<file path="config.mk">
export PLATFORM = sky130hd
export DESIGN_NAME = sc_arbiter_jugadores
export DESIGN_NICKNAME = d
export VERILOG_FILES = /design/src/rtl/sc_arbiter_pkg.sv /design/src/rtl/sc_request_capture.sv /design/src/rtl/sc_arbiter_jugadores.sv
export SDC_FILE = /design/constraint.sdc
export NUM_CORES = 1
export LEC_CHECK = 0
export CAP_MARGIN = 15
export CELL_PAD_IN_SITES_DETAIL_PLACEMENT = 1
export CELL_PAD_IN_SITES_GLOBAL_PLACEMENT = 2
export CORE_AREA = 2 2 70 105
export CTS_CLUSTER_SIZE = 16
export DETAILED_ROUTE_END_ITERATION = 8
export DIE_AREA = 0 0 72 107
export PLACE_DENSITY = 0.88
export SLEW_MARGIN = 20
export SYNTH_ARGS = -nofsm -noshare
export SYNTH_HDL_FRONTEND = slang
export SYNTH_SLANG_ARGS = --single-unit
</file>
<file path="constraint.sdc">
create_clock -name SC_ARBITER_JUGADORES_CLOCK_50 -period 2.8 [get_ports SC_ARBITER_JUGADORES_CLOCK_50]
set_input_delay 0.56 -clock SC_ARBITER_JUGADORES_CLOCK_50 [delete_from_list [all_inputs] [get_ports SC_ARBITER_JUGADORES_CLOCK_50]]
set_output_delay 0.56 -clock SC_ARBITER_JUGADORES_CLOCK_50 [all_outputs]
set_load 0.02 [all_outputs]
</file>
<file path="src/rtl/sc_arbiter_pkg.sv">
// sc_arbiter_pkg
// Shared definitions for the player/tick arbiter in front of the game-matrix
// datapath: FSM state encoding, the 2-bit move command codes and the
// shift-select values the matrix register bank understands.
package sc_arbiter_pkg;

    typedef enum logic [1:0] {
        ST_IDLE  = 2'd0,
        ST_CLEAR = 2'd1,
        ST_ISSUE = 2'd2,
        ST_HOLD  = 2'd3
    } arbState_t;

    localparam logic [1:0] CMD_UP    = 2'd0;
    localparam logic [1:0] CMD_DOWN  = 2'd1;
    localparam logic [1:0] CMD_LEFT  = 2'd2;
    localparam logic [1:0] CMD_RIGHT = 2'd3;

    localparam logic [1:0] SHIFT_LEFT  = 2'b01;
    localparam logic [1:0] SHIFT_RIGHT = 2'b10;
    localparam logic [1:0] SHIFT_HOLD  = 2'b11;

    // Buttons are ordered {right,left,down,up}, so the lowest set bit wins:
    // up > down > left > right.
    function automatic logic [1:0] pickCommand(input logic [3:0] edges);
        logic [1:0] cmd;
        if (edges[0])      cmd = CMD_UP;
        else if (edges[1]) cmd = CMD_DOWN;
        else if (edges[2]) cmd = CMD_LEFT;
        else               cmd = CMD_RIGHT;
        return cmd;
    endfunction

endpackage

</file>
<file path="src/rtl/sc_request_capture.sv">
// sc_request_capture
// Turns one player's debounced, active-low buttons into a single pending
// request slot.
//   SC_REQUEST_CAPTURE_CLOCK_50    system clock
//   SC_REQUEST_CAPTURE_RESET_InLow asynchronous active-low reset
//   enable        level running; when low the slot is emptied
//   buttons       {right,left,down,up}, active low
//   consume       arbiter takes the slot this cycle
//   pendingValid  slot holds a request
//   pendingCmd    command held in the slot
module sc_request_capture
    import sc_arbiter_pkg::*;
(
    input  logic       SC_REQUEST_CAPTURE_CLOCK_50,
    input  logic       SC_REQUEST_CAPTURE_RESET_InLow,
    input  logic       enable,
    input  logic [3:0] buttons,
    input  logic       consume,
    output logic       pendingValid,
    output logic [1:0] pendingCmd
);

    logic [3:0] prevButtons;
    logic [3:0] pressEdges;
    logic       anyPress;

    // A press is a high-to-low transition of an active-low button.
    assign pressEdges = prevButtons & ~buttons;
    assign anyPress   = |pressEdges;

    // The edge history keeps running while disabled so a button held across
    // a re-enable is not seen as a fresh press. A press only lands in an empty
    // slot or in one being consumed in the same cycle; otherwise it is lost.
    always_ff @(posedge SC_REQUEST_CAPTURE_CLOCK_50 or negedge SC_REQUEST_CAPTURE_RESET_InLow) begin
        if (!SC_REQUEST_CAPTURE_RESET_InLow) begin
            prevButtons  <= 4'b1111;
            pendingValid <= 1'b0;
            pendingCmd   <= CMD_UP;
        end else begin
            prevButtons <= buttons;
            if (!enable) begin
                pendingValid <= 1'b0;
            end else if (anyPress && (!pendingValid || consume)) begin
                pendingValid <= 1'b1;
                pendingCmd   <= pickCommand(pressEdges);
            end else if (consume) begin
                pendingValid <= 1'b0;
            end
        end
    end

endmodule

</file>
<file path="src/rtl/sc_arbiter_jugadores.sv">
// sc_arbiter_jugadores
// Shares the game-matrix datapath between two players and the periodic
// auto-shift tick. One one-cycle command per grant, followed by a hold gap.
//   SC_ARBITER_JUGADORES_CLOCK_50    system clock
//   SC_ARBITER_JUGADORES_RESET_InLow asynchronous active-low reset
//   enable_InHigh       level running
//   jug1_req_InLow      player 1 buttons {right,left,down,up}, active low
//   jug2_req_InLow      player 2 buttons, same encoding
//   clear_OutLow        matrix clear
//   load0_OutLow        up command
//   load1_OutLow        down command
//   shiftselection_Out  01 left, 10 right, 11 hold
//   grant_Out           one-hot command source, 00 for tick/clear/none
//   busy_Out            arbiter is in CLEAR, ISSUE or HOLD
module sc_arbiter_jugadores
    import sc_arbiter_pkg::*;
#(
    parameter int TICK_WIDTH  = 24,
    parameter int TICK_PERIOD = 12500000,
    parameter int HOLD_CYCLES = 4
) (
    input  logic       SC_ARBITER_JUGADORES_CLOCK_50,
    input  logic       SC_ARBITER_JUGADORES_RESET_InLow,
    input  logic       enable_InHigh,
    input  logic [3:0] jug1_req_InLow,
    input  logic [3:0] jug2_req_InLow,
    output logic       clear_OutLow,
    output logic       load0_OutLow,
    output logic       load1_OutLow,
    output logic [1:0] shiftselection_Out,
    output logic [1:0] grant_Out,
    output logic       busy_Out
);

    arbState_t             state, nextState;
    logic [TICK_WIDTH-1:0] tickCount;
    logic                  tickPending;
    logic                  enablePrev;
    logic                  rrPointer;
    logic [3:0]            holdCount;
    logic [1:0]            issueCmd, nextCmd;
    logic [1:0]            issueGrant, nextGrant;
    logic                  consumeJug1, consumeJug2, consumeTick;
    logic                  jug1Valid, jug2Valid;
    logic [1:0]            jug1Cmd, jug2Cmd;

    sc_request_capture captureJug1 (
        .SC_REQUEST_CAPTURE_CLOCK_50   (SC_ARBITER_JUGADORES_CLOCK_50),
        .SC_REQUEST_CAPTURE_RESET_InLow(SC_ARBITER_JUGADORES_RESET_InLow),
        .enable      (enable_InHigh),
        .buttons     (jug1_req_InLow),
        .consume     (consumeJug1),
        .pendingValid(jug1Valid),
        .pendingCmd  (jug1Cmd)
    );

    sc_request_capture captureJug2 (
        .SC_REQUEST_CAPTURE_CLOCK_50   (SC_ARBITER_JUGADORES_CLOCK_50),
        .SC_REQUEST_CAPTURE_RESET_InLow(SC_ARBITER_JUGADORES_RESET_InLow),
        .enable      (enable_InHigh),
        .buttons     (jug2_req_InLow),
        .consume     (consumeJug2),
        .pendingValid(jug2Valid),
        .pendingCmd  (jug2Cmd)
    );

    // Auto-shift tick. A new terminal count wins over consumption in the same
    // cycle so no tick is lost; ticks never stack beyond one.
    always_ff @(posedge SC_ARBITER_JUGADORES_CLOCK_50 or negedge SC_ARBITER_JUGADORES_RESET_InLow) begin
        if (!SC_ARBITER_JUGADORES_RESET_InLow) begin
            tickCount   <= '0;
            tickPending <= 1'b0;
        end else if (!enable_InHigh) begin
            tickCount   <= '0;
            tickPending <= 1'b0;
        end else if (tickCount == TICK_WIDTH'(TICK_PERIOD - 1)) begin
            tickCount   <= '0;
            tickPending <= 1'b1;
        end else begin
            tickCount <= tickCount + TICK_WIDTH'(1);
            if (consumeTick) tickPending <= 1'b0;
        end
    end

    // State register plus the bookkeeping that follows each grant.
    always_ff @(posedge SC_ARBITER_JUGADORES_CLOCK_50 or negedge SC_ARBITER_JUGADORES_RESET_InLow) begin
        if (!SC_ARBITER_JUGADORES_RESET_InLow) begin
            state      <= ST_IDLE;
            enablePrev <= 1'b0;
            rrPointer  <= 1'b0;
            holdCount  <= 4'd0;
            issueCmd   <= CMD_DOWN;
            issueGrant <= 2'b00;
        end else begin
            state      <= nextState;
            enablePrev <= enable_InHigh;
            if (consumeJug1 || consumeJug2) rrPointer <= ~rrPointer;
            if (consumeJug1 || consumeJug2 || consumeTick) begin
                issueCmd   <= nextCmd;
                issueGrant <= nextGrant;
            end
            holdCount <= (state == ST_HOLD && nextState == ST_HOLD) ? holdCount + 4'd1 : 4'd0;
        end
    end

    // Next state and grant selection. The tick outranks players; between
    // players the round-robin pointer only matters when both are waiting.
    always_comb begin
        nextState   = state;
        nextCmd     = CMD_DOWN;
        nextGrant   = 2'b00;
        consumeJug1 = 1'b0;
        consumeJug2 = 1'b0;
        consumeTick = 1'b0;
        if (!enable_InHigh) begin
            nextState = ST_IDLE;
        end else begin
            case (state)
                ST_IDLE: begin
                    if (!enablePrev) begin
                        nextState = ST_CLEAR;
                    end else if (tickPending) begin
                        nextState   = ST_ISSUE;
                        consumeTick = 1'b1;
                    end else if (jug1Valid && (!jug2Valid || !rrPointer)) begin
                        nextState   = ST_ISSUE;
                        nextCmd     = jug1Cmd;
                        nextGrant   = 2'b01;
                        consumeJug1 = 1'b1;
                    end else if (jug2Valid) begin
                        nextState   = ST_ISSUE;
                        nextCmd     = jug2Cmd;
                        nextGrant   = 2'b10;
                        consumeJug2 = 1'b1;
                    end
                end
                ST_CLEAR: nextState = ST_HOLD;
                ST_ISSUE: nextState = ST_HOLD;
                ST_HOLD: begin
                    if (holdCount == 4'(HOLD_CYCLES - 1)) nextState = ST_IDLE;
                end
                default: nextState = ST_IDLE;
            endcase
        end
    end

    // Moore output decode: only the state and the latched grant drive the
    // datapath, so an asynchronous reset drops a command immediately.
    always_comb begin
        clear_OutLow       = 1'b1;
        load0_OutLow       = 1'b1;
        load1_OutLow       = 1'b1;
        shiftselection_Out = SHIFT_HOLD;
        grant_Out          = 2'b00;
        busy_Out           = (state != ST_IDLE);
        if (state == ST_CLEAR) begin
            clear_OutLow = 1'b0;
        end else if (state == ST_ISSUE) begin
            grant_Out = issueGrant;
            case (issueCmd)
                CMD_UP:   load0_OutLow       = 1'b0;
                CMD_DOWN: load1_OutLow       = 1'b0;
                CMD_LEFT: shiftselection_Out = SHIFT_LEFT;
                default:  shiftselection_Out = SHIFT_RIGHT;
            endcase
        end
    end

endmodule
</file>
==> summary.txt, run 1 <==
Floorplanning
  – I/O pin count: 19
  – Horiz. Die Dim: around 72 µm
  – Core area: between 6000 and 7000 µm²
  – Starting Density: about 37%
  – Die area: 7704 µm²
  – Row count: 37
  – Chip height: 107 µm

STA
  – Fin crit period: 2.639 ns
  – Clk_skew: around 0.011 ns
  – Final setup TNS: 0 ns
  – Highest Clock Rate: between 300 and 400 MHz
  – Slew Limit Fails: 0
  – Slew @ Worst Pin: between 0.8 and 0.9 ns
  – Fin Hold WS: roughly 0.20 ns
  – Final setup fails: 0
  – Final Hold Fails: 0
  – Slew headroom: between 40% and 50%
  – Setup repair after global routing missed its margin: no
  – Tcrit/Tclk final: 94.25%

Yosys
  – Synth area leaders: dfrtp_1 42%, dfstp_2 9.4%, ha_1 3.5%, xnor2_1 3.5%, a21oi_1 2.8%
  – Post-synth ARST share: 100.0%
  – Post-synth EDFFs: 0
  – Register area share after synthesis: between 50% and 60%
  – Yosys top cell by area: dfrtp_1
  – Syn_nets: 263
  – Share of the synthesized area in the top cell type: a little over two fifths
  – YS warnings: 0
  – Mapped Area: 2515 µm²
  – Synth cell types: 46
  – FF+latch count, synth: 51
  – Prevailing post-synth register cell: dfrtp_1
  – Syn Inst Count: roughly 250
  – Syn Area/Cell: 10.26 µm²

Final layout
  – Fill cells: slightly below 800
  – Fraction of layout cells with a size suffix above 1: 12.82%
  – Area grow syn2layout: 15.52%
  – Post-Route Utilization: between 40% and 50%
  – Footprint of the multi-input gates: between 1000 and 1500 µm²
  – Design Area, Final: around 2900 µm²
  – Storage cell area: between 1000 and 1500 µm²
  – Final nets: 290
  – Diode count: 0
  – Cell Count, Final, Fillers Out: about 350

Pwr
  – Flop pwr share: between 50% and 60%
  – Clock power frac: between 20% and 30%
  – Max IR drop VDD: between 0.0002 and 0.00025 V
  – Power share of the combinational group: between 20% and 30%
  – Int Pwr: between 1 and 1.5 mW
  – Static Leak: 1.200 nW
  – P_sw: about 570 µW
  – Switching share of power: 32.11%
  – Power Density: slightly above 600 nW/µm²

Routing
  – DR vias/cell: roughly 5.5
  – DRT Pass-1 Iters: 4
  – Post-route DRC violation count: 0
  – Routed length per instance: around 16 µm
  – Vias: approximately 1,900
  – Antenna viol nets, final: 0
  – Drt initial violations: 49
  – Detailed-route wire length: around 5500 µm

Setup path
  – Startpoint types: register
  – Crit path largest cell delay: ~0.59 ns
  – Max FO, Critical Path: 6
  – Crit-path cells: inv_1, ha_1, nor2b_1, buf_4, and2_1, clkdlybuf4s50_1
  – Crit path max-delay cell type: clkdlybuf4s50_1
  – Worst EP arrival: 2.08 ns
  – Crit path kind: register to primary output
  – CP Capture Type: primary output
  – Crit path required time: approximately 2.2 ns

Place
  – Routability cong.: roughly 0.74
  – Placed cell area: 2816 µm²
  – Detailed placement HPWL: slightly above 4000 µm
  – Count of buffers from port buffering: 18
  – Placed Instances: approximately 340

CTS
  – Post-CTS Setup Bufs: 0
  – H-tree depth: 2
  – Clock transition at the registers of the reported paths: 0.10 ns
  – Root Buffer: clkbuf_8
  – Clock Sinks: 51
  – Bufs on Longest Clock Path: 2
  – CTS tree: built
  – Clk Latency, worst-skew pair: about 0.32 ns
  – CTS buffer count: 5

Run
  – MaxCap Viol Count: 0

GRT
  – Total congestion overflow: 0
  – Initial antenna violation count: 0
  – Global-route wire length before repair: 9749 µm
  – All-Layer GR Usage: approximately 16%
  – Largest net degree at the start of global routing: 24
  – Vias in the first global route: around 2,100

Worst hold path
  – Worst min path class: primary input to asynchronous set/reset pin

Run status
  – Status: complete, no violations
==> cells in the mapped netlist, drive strengths merged, types with 6 or more instances <==
cell type,n
nand4,9
nor2,17
o21ai,10
or4,9
xnor2,10
o31ai,6
dfrtp,42
dfstp,9
inv,13
a21oi,14
nand2,18
ha,7
nor3,10
nand3,10
==> worst max-delay path: cells and delay by family (launching register included) <==
family,cells,cell delay [ns]
buffers and inverters,3,0.88
flip-flops,1,0.46
AND/OR/NAND/NOR,2,0.27
adder cells (fa/ha/maj),1,0.16
==> placed cells by master, fill, tap and decap left out, drive strengths merged, types with 2 or more instances in the layout <==
| cell | instances |
|---|---|
| nand4 | 9 |
| nand2b | 3 |
| xor2 | 5 |
| clkdlybuf4s50 | 15 |
| and3 | 3 |
| or3 | 5 |
| a21boi | 3 |
| nor2b | 5 |
| inv | 14 |
| and2 | 4 |
| nand2 | 18 |
| a21oi | 14 |
| nand3b | 2 |
| o21ai | 10 |
| nor2 | 17 |
| clkbuf | 5 |
| clkinv | 2 |
| nand3 | 10 |
| nor3 | 10 |
| o31ai | 6 |
| and4 | 2 |
| or3b | 2 |
| ha | 7 |
| buf | 7 |
| mux2 | 4 |
| and4b | 2 |
| xnor2 | 10 |
| nor4 | 3 |
| or4 | 9 |
| dfrtp | 42 |
| dfstp | 9 |
==> kinds of logic (layout without fill, tap and decap cells) <==
logic type      Yosys count  in the layout  share of synthesized area (%)
xor+xnor                 15             15                          5.224
compound gates           45             45                          11.44
mux                       4              4                          1.791
fa+ha+maj                 7              7                          3.482
simple gates            106            106                          23.98
buf+inv                  17             45                          2.886
flops                    51             51                          51.19
==> sequential cells by signal (all words and copies together) (netlist names) <==
signal                    cells
tickPending                   1
issueGrant                    2
rrPointer                     1
issueCmd                      2
captureJug1.prevButtons       4
captureJug2.prevButtons       4
captureJug2.pendingCmd        2
enablePrev                    1
state                         2
captureJug2.pendingValid      1
holdCount                     4
tickCount                    24
captureJug1.pendingValid      1
captureJug1.pendingCmd        2
==> routing by layer <==
metal | vias to the layer above | global-route usage (%) | part of all wire, %
met4 | 0 | 6.469 | 1.8
met2 | 17 | 30.16 | 54
li1 | 939 | - | -
met1 | 969 | 17.34 | 41
met5 | - | 0 | 0
met3 | 7 | 3.195 | 2.3
==> final timing paths <==
kind / startpoint / to / slack (ns) / depth (start not counted)
max: state[0]$_DFF_PN0_ / grant_Out[0] / 0.16 / 6
min: SC_ARBITER_JUGADORES_RESET_InLow / captureJug2.pendingCmd[1]$_DFFE_PN0P_ / 0.20 / 1
max reg2reg: tickCount[0]$_DFF_PN0_ / tickCount[7]$_DFF_PN0_ / 0.47 / 5
min reg2reg: holdCount[0]$_DFF_PN0_ / holdCount[0]$_DFF_PN0_ / 0.47 / 1
max in group asynchronous: SC_ARBITER_JUGADORES_RESET_InLow / tickCount[6]$_DFF_PN0_ / 1.97 / 2
min in group SC_ARBITER_JUGADORES_CLOCK_50: holdCount[0]$_DFF_PN0_ / holdCount[0]$_DFF_PN0_ / 0.47 / 1
==> stage by stage <==
step | total power [mW] | setup WS (ns)
floorplan | 1.167 | 0.7888
global placement | 1.337 | 0.4304
detailed placement | 1.354 | 0.3673
CTS | 1.795 | 0.1338
global route | 1.888 | 0.01472
finish | 1.770 | 0.1611
==> power groups by stage <==
stage | combinational, mW | sequential (mW) | clock (mW)
final | 0.443 | 0.886 | 0.440
after global routing | 0.509 | 0.897 | 0.482
after detailed placement | 0.454 | 0.900 | 0
after CTS | 0.453 | 0.886 | 0.456
after floorplan | 0.288 | 0.879 | 0
after global placement | 0.441 | 0.895 | 0
==> area by class of cell <==
cell class	instances	area share (%)
sequential	51	44.32
timing repair buffer	24	7.623
clock buffer	5	2.369
multi-input combinational	177	40.01
tap	78	3.359
inverter	13	1.680
clock inverter	3	0.6460
==> what timing repair did <==
| action | CTS | global route |
|---|---|---|
| hold buffers | 0 | 0 |
| resized for setup | 1 | 1 |
| setup endpoints to repair | 1 | 1 |
Power figures use the tool's default switching activity.
==> run 2: changes to the inputs <==
--- a/config.mk
+++ b/config.mk
@@ -12,7 +12,7 @@
 export CTS_CLUSTER_SIZE = 16
 export DETAILED_ROUTE_END_ITERATION = 8
 export DIE_AREA = 0 0 72 107
-export PLACE_DENSITY = 0.88
+export PLACE_DENSITY = 0.86
 export SLEW_MARGIN = 20
 export SYNTH_ARGS = -nofsm -noshare
 export SYNTH_HDL_FRONTEND = slang
==> summary.txt, run 2 (synthesized netlist as in run 1, its figures left out) <==
CTS
  – Bufs on Longest Clock Path: 2
  – Root Buffer: clkbuf_8
  – CTS tree: built
  – CTS buffer count: 5
  – Clock Sinks: 51
  – Post-CTS Setup Bufs: 0
  – Cts repair resizes: 0
  – Clk Latency, worst-skew pair: between 0.3 and 0.4 ns
  – Clock transition at the registers of the reported paths: 0.11 ns
  – Hold buffers post-CTS: 0
  – H-tree depth: 2

Setup path
  – Crit path required time: around 2.2 ns
  – Crit-path cells: inv_1, ha_1, nor2b_1, buf_4, and2_1, clkdlybuf4s50_1
  – Crit path largest cell delay: approximately 0.6 ns
  – R2R depth: 5
  – Startpoint types: register
  – Worst EP arrival: 2.03 ns
  – Worst r2r dst: tickCount[22]$_DFF_PN0_
  – Worst R2R Start: tickCount[0]$_DFF_PN0_
  – Crit path kind: register to primary output
  – R2R Setup Slk: between 0.5 and 0.6 ns
  – Max FO, Critical Path: 6
  – CP Capture Type: primary output
  – Crit path max-delay cell type: clkdlybuf4s50_1

GRT
  – All-Layer GR Usage: between 10% and 20%
  – Total congestion overflow: 0
  – Largest net degree at the start of global routing: 52
  – Global-route wire length before repair: ~9400 µm
  – Initial antenna violation count: 0
  – Vias in the first global route: around 2,000

STA
  – Setup repair after global routing missed its margin: no
  – Final setup TNS: 0 ns
  – Fin Hold WS: around 0.35 ns
  – Fin crit period: ~2.6 ns
  – Tcrit/Tclk final: 92.68%
  – Clk_skew: approximately 0.011 ns
  – Highest Clock Rate: approximately 390 MHz
  – Slew @ Worst Pin: 0.6646 ns
  – Final Hold Fails: 0
  – Setup ws final: 0.2050 ns
  – Slew Limit Fails: 0
  – Slew headroom: 54.55%
  – Final setup fails: 0

Final layout
  – Final nets: 290
  – Diode count: 0
  – Fraction of layout cells with a size suffix above 1: roughly an eighth
  – Fill cells: around 770
  – Most common cell after layout, fill and taps aside: dfrtp_1
  – Biggest register: tickCount
  – Largest register FFs: 24
  – Post-Route Utilization: between 40% and 50%
  – Most frequent cells in the layout: 42 x dfrtp_1, 18 x nand2_1, 17 x nor2_1
  – Area grow syn2layout: 15.97%

Place
  – Count of buffers from port buffering: 18
  – Detailed placement HPWL: ~4000 µm
  – Routability cong.: 0.7599
  – Pre-CTS WS: 0.3927 ns

Floorplanning
  – Chip height: ~110 µm
  – Horiz. Die Dim: approximately 70 µm
  – I/O pin count: 19
  – Row count: 37
  – Die area: 7704 µm²
  – Starting Density: between 30 and 40%
  – Core area: ~6800 µm²

Routing
  – Routed length per instance: between 15 and 20 µm
  – DR vias/cell: 5.519
  – Vias: roughly 1,900
  – Wire length on met2: 2880 µm
  – Antenna viol nets, final: 0
  – Met3 WL: approximately 86 µm
  – Drt initial violations: 75
  – Met1 Wirelength: around 2300 µm
  – Post-route DRC violation count: 0
  – Highest metal used: met4
  – Detailed-route wire length: around 5300 µm
  – DRT Pass-1 Iters: 4

Run
  – MaxCap Viol Count: 0

Pwr
  – Max IR drop VDD: 0.0002406 V
  – Power Density: 611.2 nW/µm²
  – Static Leak: 1.186 nW

Worst hold path
  – Worst min path class: primary input to asynchronous set/reset pin

Run status
  – Status: complete, no violations
-- run 2: cell count changes in the layout (fill, tap and decap cells not counted), sizes merged --
cell           change
clkdlybuf4s50      +1
dlygate4sd2        -1
-- run 2: area by class of cell --
cell class	count	area, µm²	share of cell area [%]
Inverter	13	48.80	1.673
Timing Repair Buffer	24	222.7	7.636
Clock buffer	5	68.82	2.360
Tap cell	78	97.59	3.346
Sequential cell	51	1287	44.14
Clock inverter	3	28.78	0.9867
Multi-Input combinational cell	177	1162	39.85
-- run 2: per-stage QoR --
stage          power [mW]  instance area (µm²)  instances
2_1_floorplan       1.167                 2515        245
3_5_place_dp        1.357                 2816        343
3_3_place_gp        1.337                 2816        343
5_1_grt             1.911                 2917        351
6_report            1.783                 2917        351
4_1_cts             1.818                 2914        351
-- run 2: worst max-delay path by stage --
| stage | from | to | slack [ns] | cells past startpoint |
|---|---|---|---|---|
| 2_1_floorplan | tickCount[0]$_DFF_PN0_ | tickCount[22]$_DFF_PN0_ | 0.79 | 6 |
| 3_3_place_gp | enable_InHigh | captureJug2.pendingCmd[1]$_DFFE_PN0P_ | 0.43 | 5 |
| 3_5_place_dp | state[0]$_DFF_PN0_ | load0_OutLow | 0.39 | 5 |
| 4_1_cts | state[0]$_DFF_PN0_ | load0_OutLow | 0.04 | 5 |
| 5_1_grt | state[0]$_DFF_PN0_ | grant_Out[0] | 0.03 | 6 |
| 6_report | state[0]$_DFF_PN0_ | grant_Out[0] | 0.21 | 6 |
-- run 2: worst max-delay path, delay by kind of cell (launching register included) --
kind                       cells  cell delay (ns)
adders and majority gates      1             0.15
buffers and inverters          3             0.86
DFF                            1             0.45
and+or+nand+nor                2             0.27
-- run 2: report_power, final --
group	total, mW	switching (mW)	internal, mW
Sequential	0.884	0.0645	0.820
Combinational	0.446	0.239	0.207
Clock	0.452	0.267	0.186
-- run 2: routing by layer --
| metal | track usage [%] | vias to the layer above |
|---|---|---|
| met2 | 28.11 | 14 |
| li1 | - | 940 |
| met4 | 5.526 | 0 |
| met1 | 17.73 | 979 |
| met3 | 2.538 | 4 |
| met5 | 0 | - |
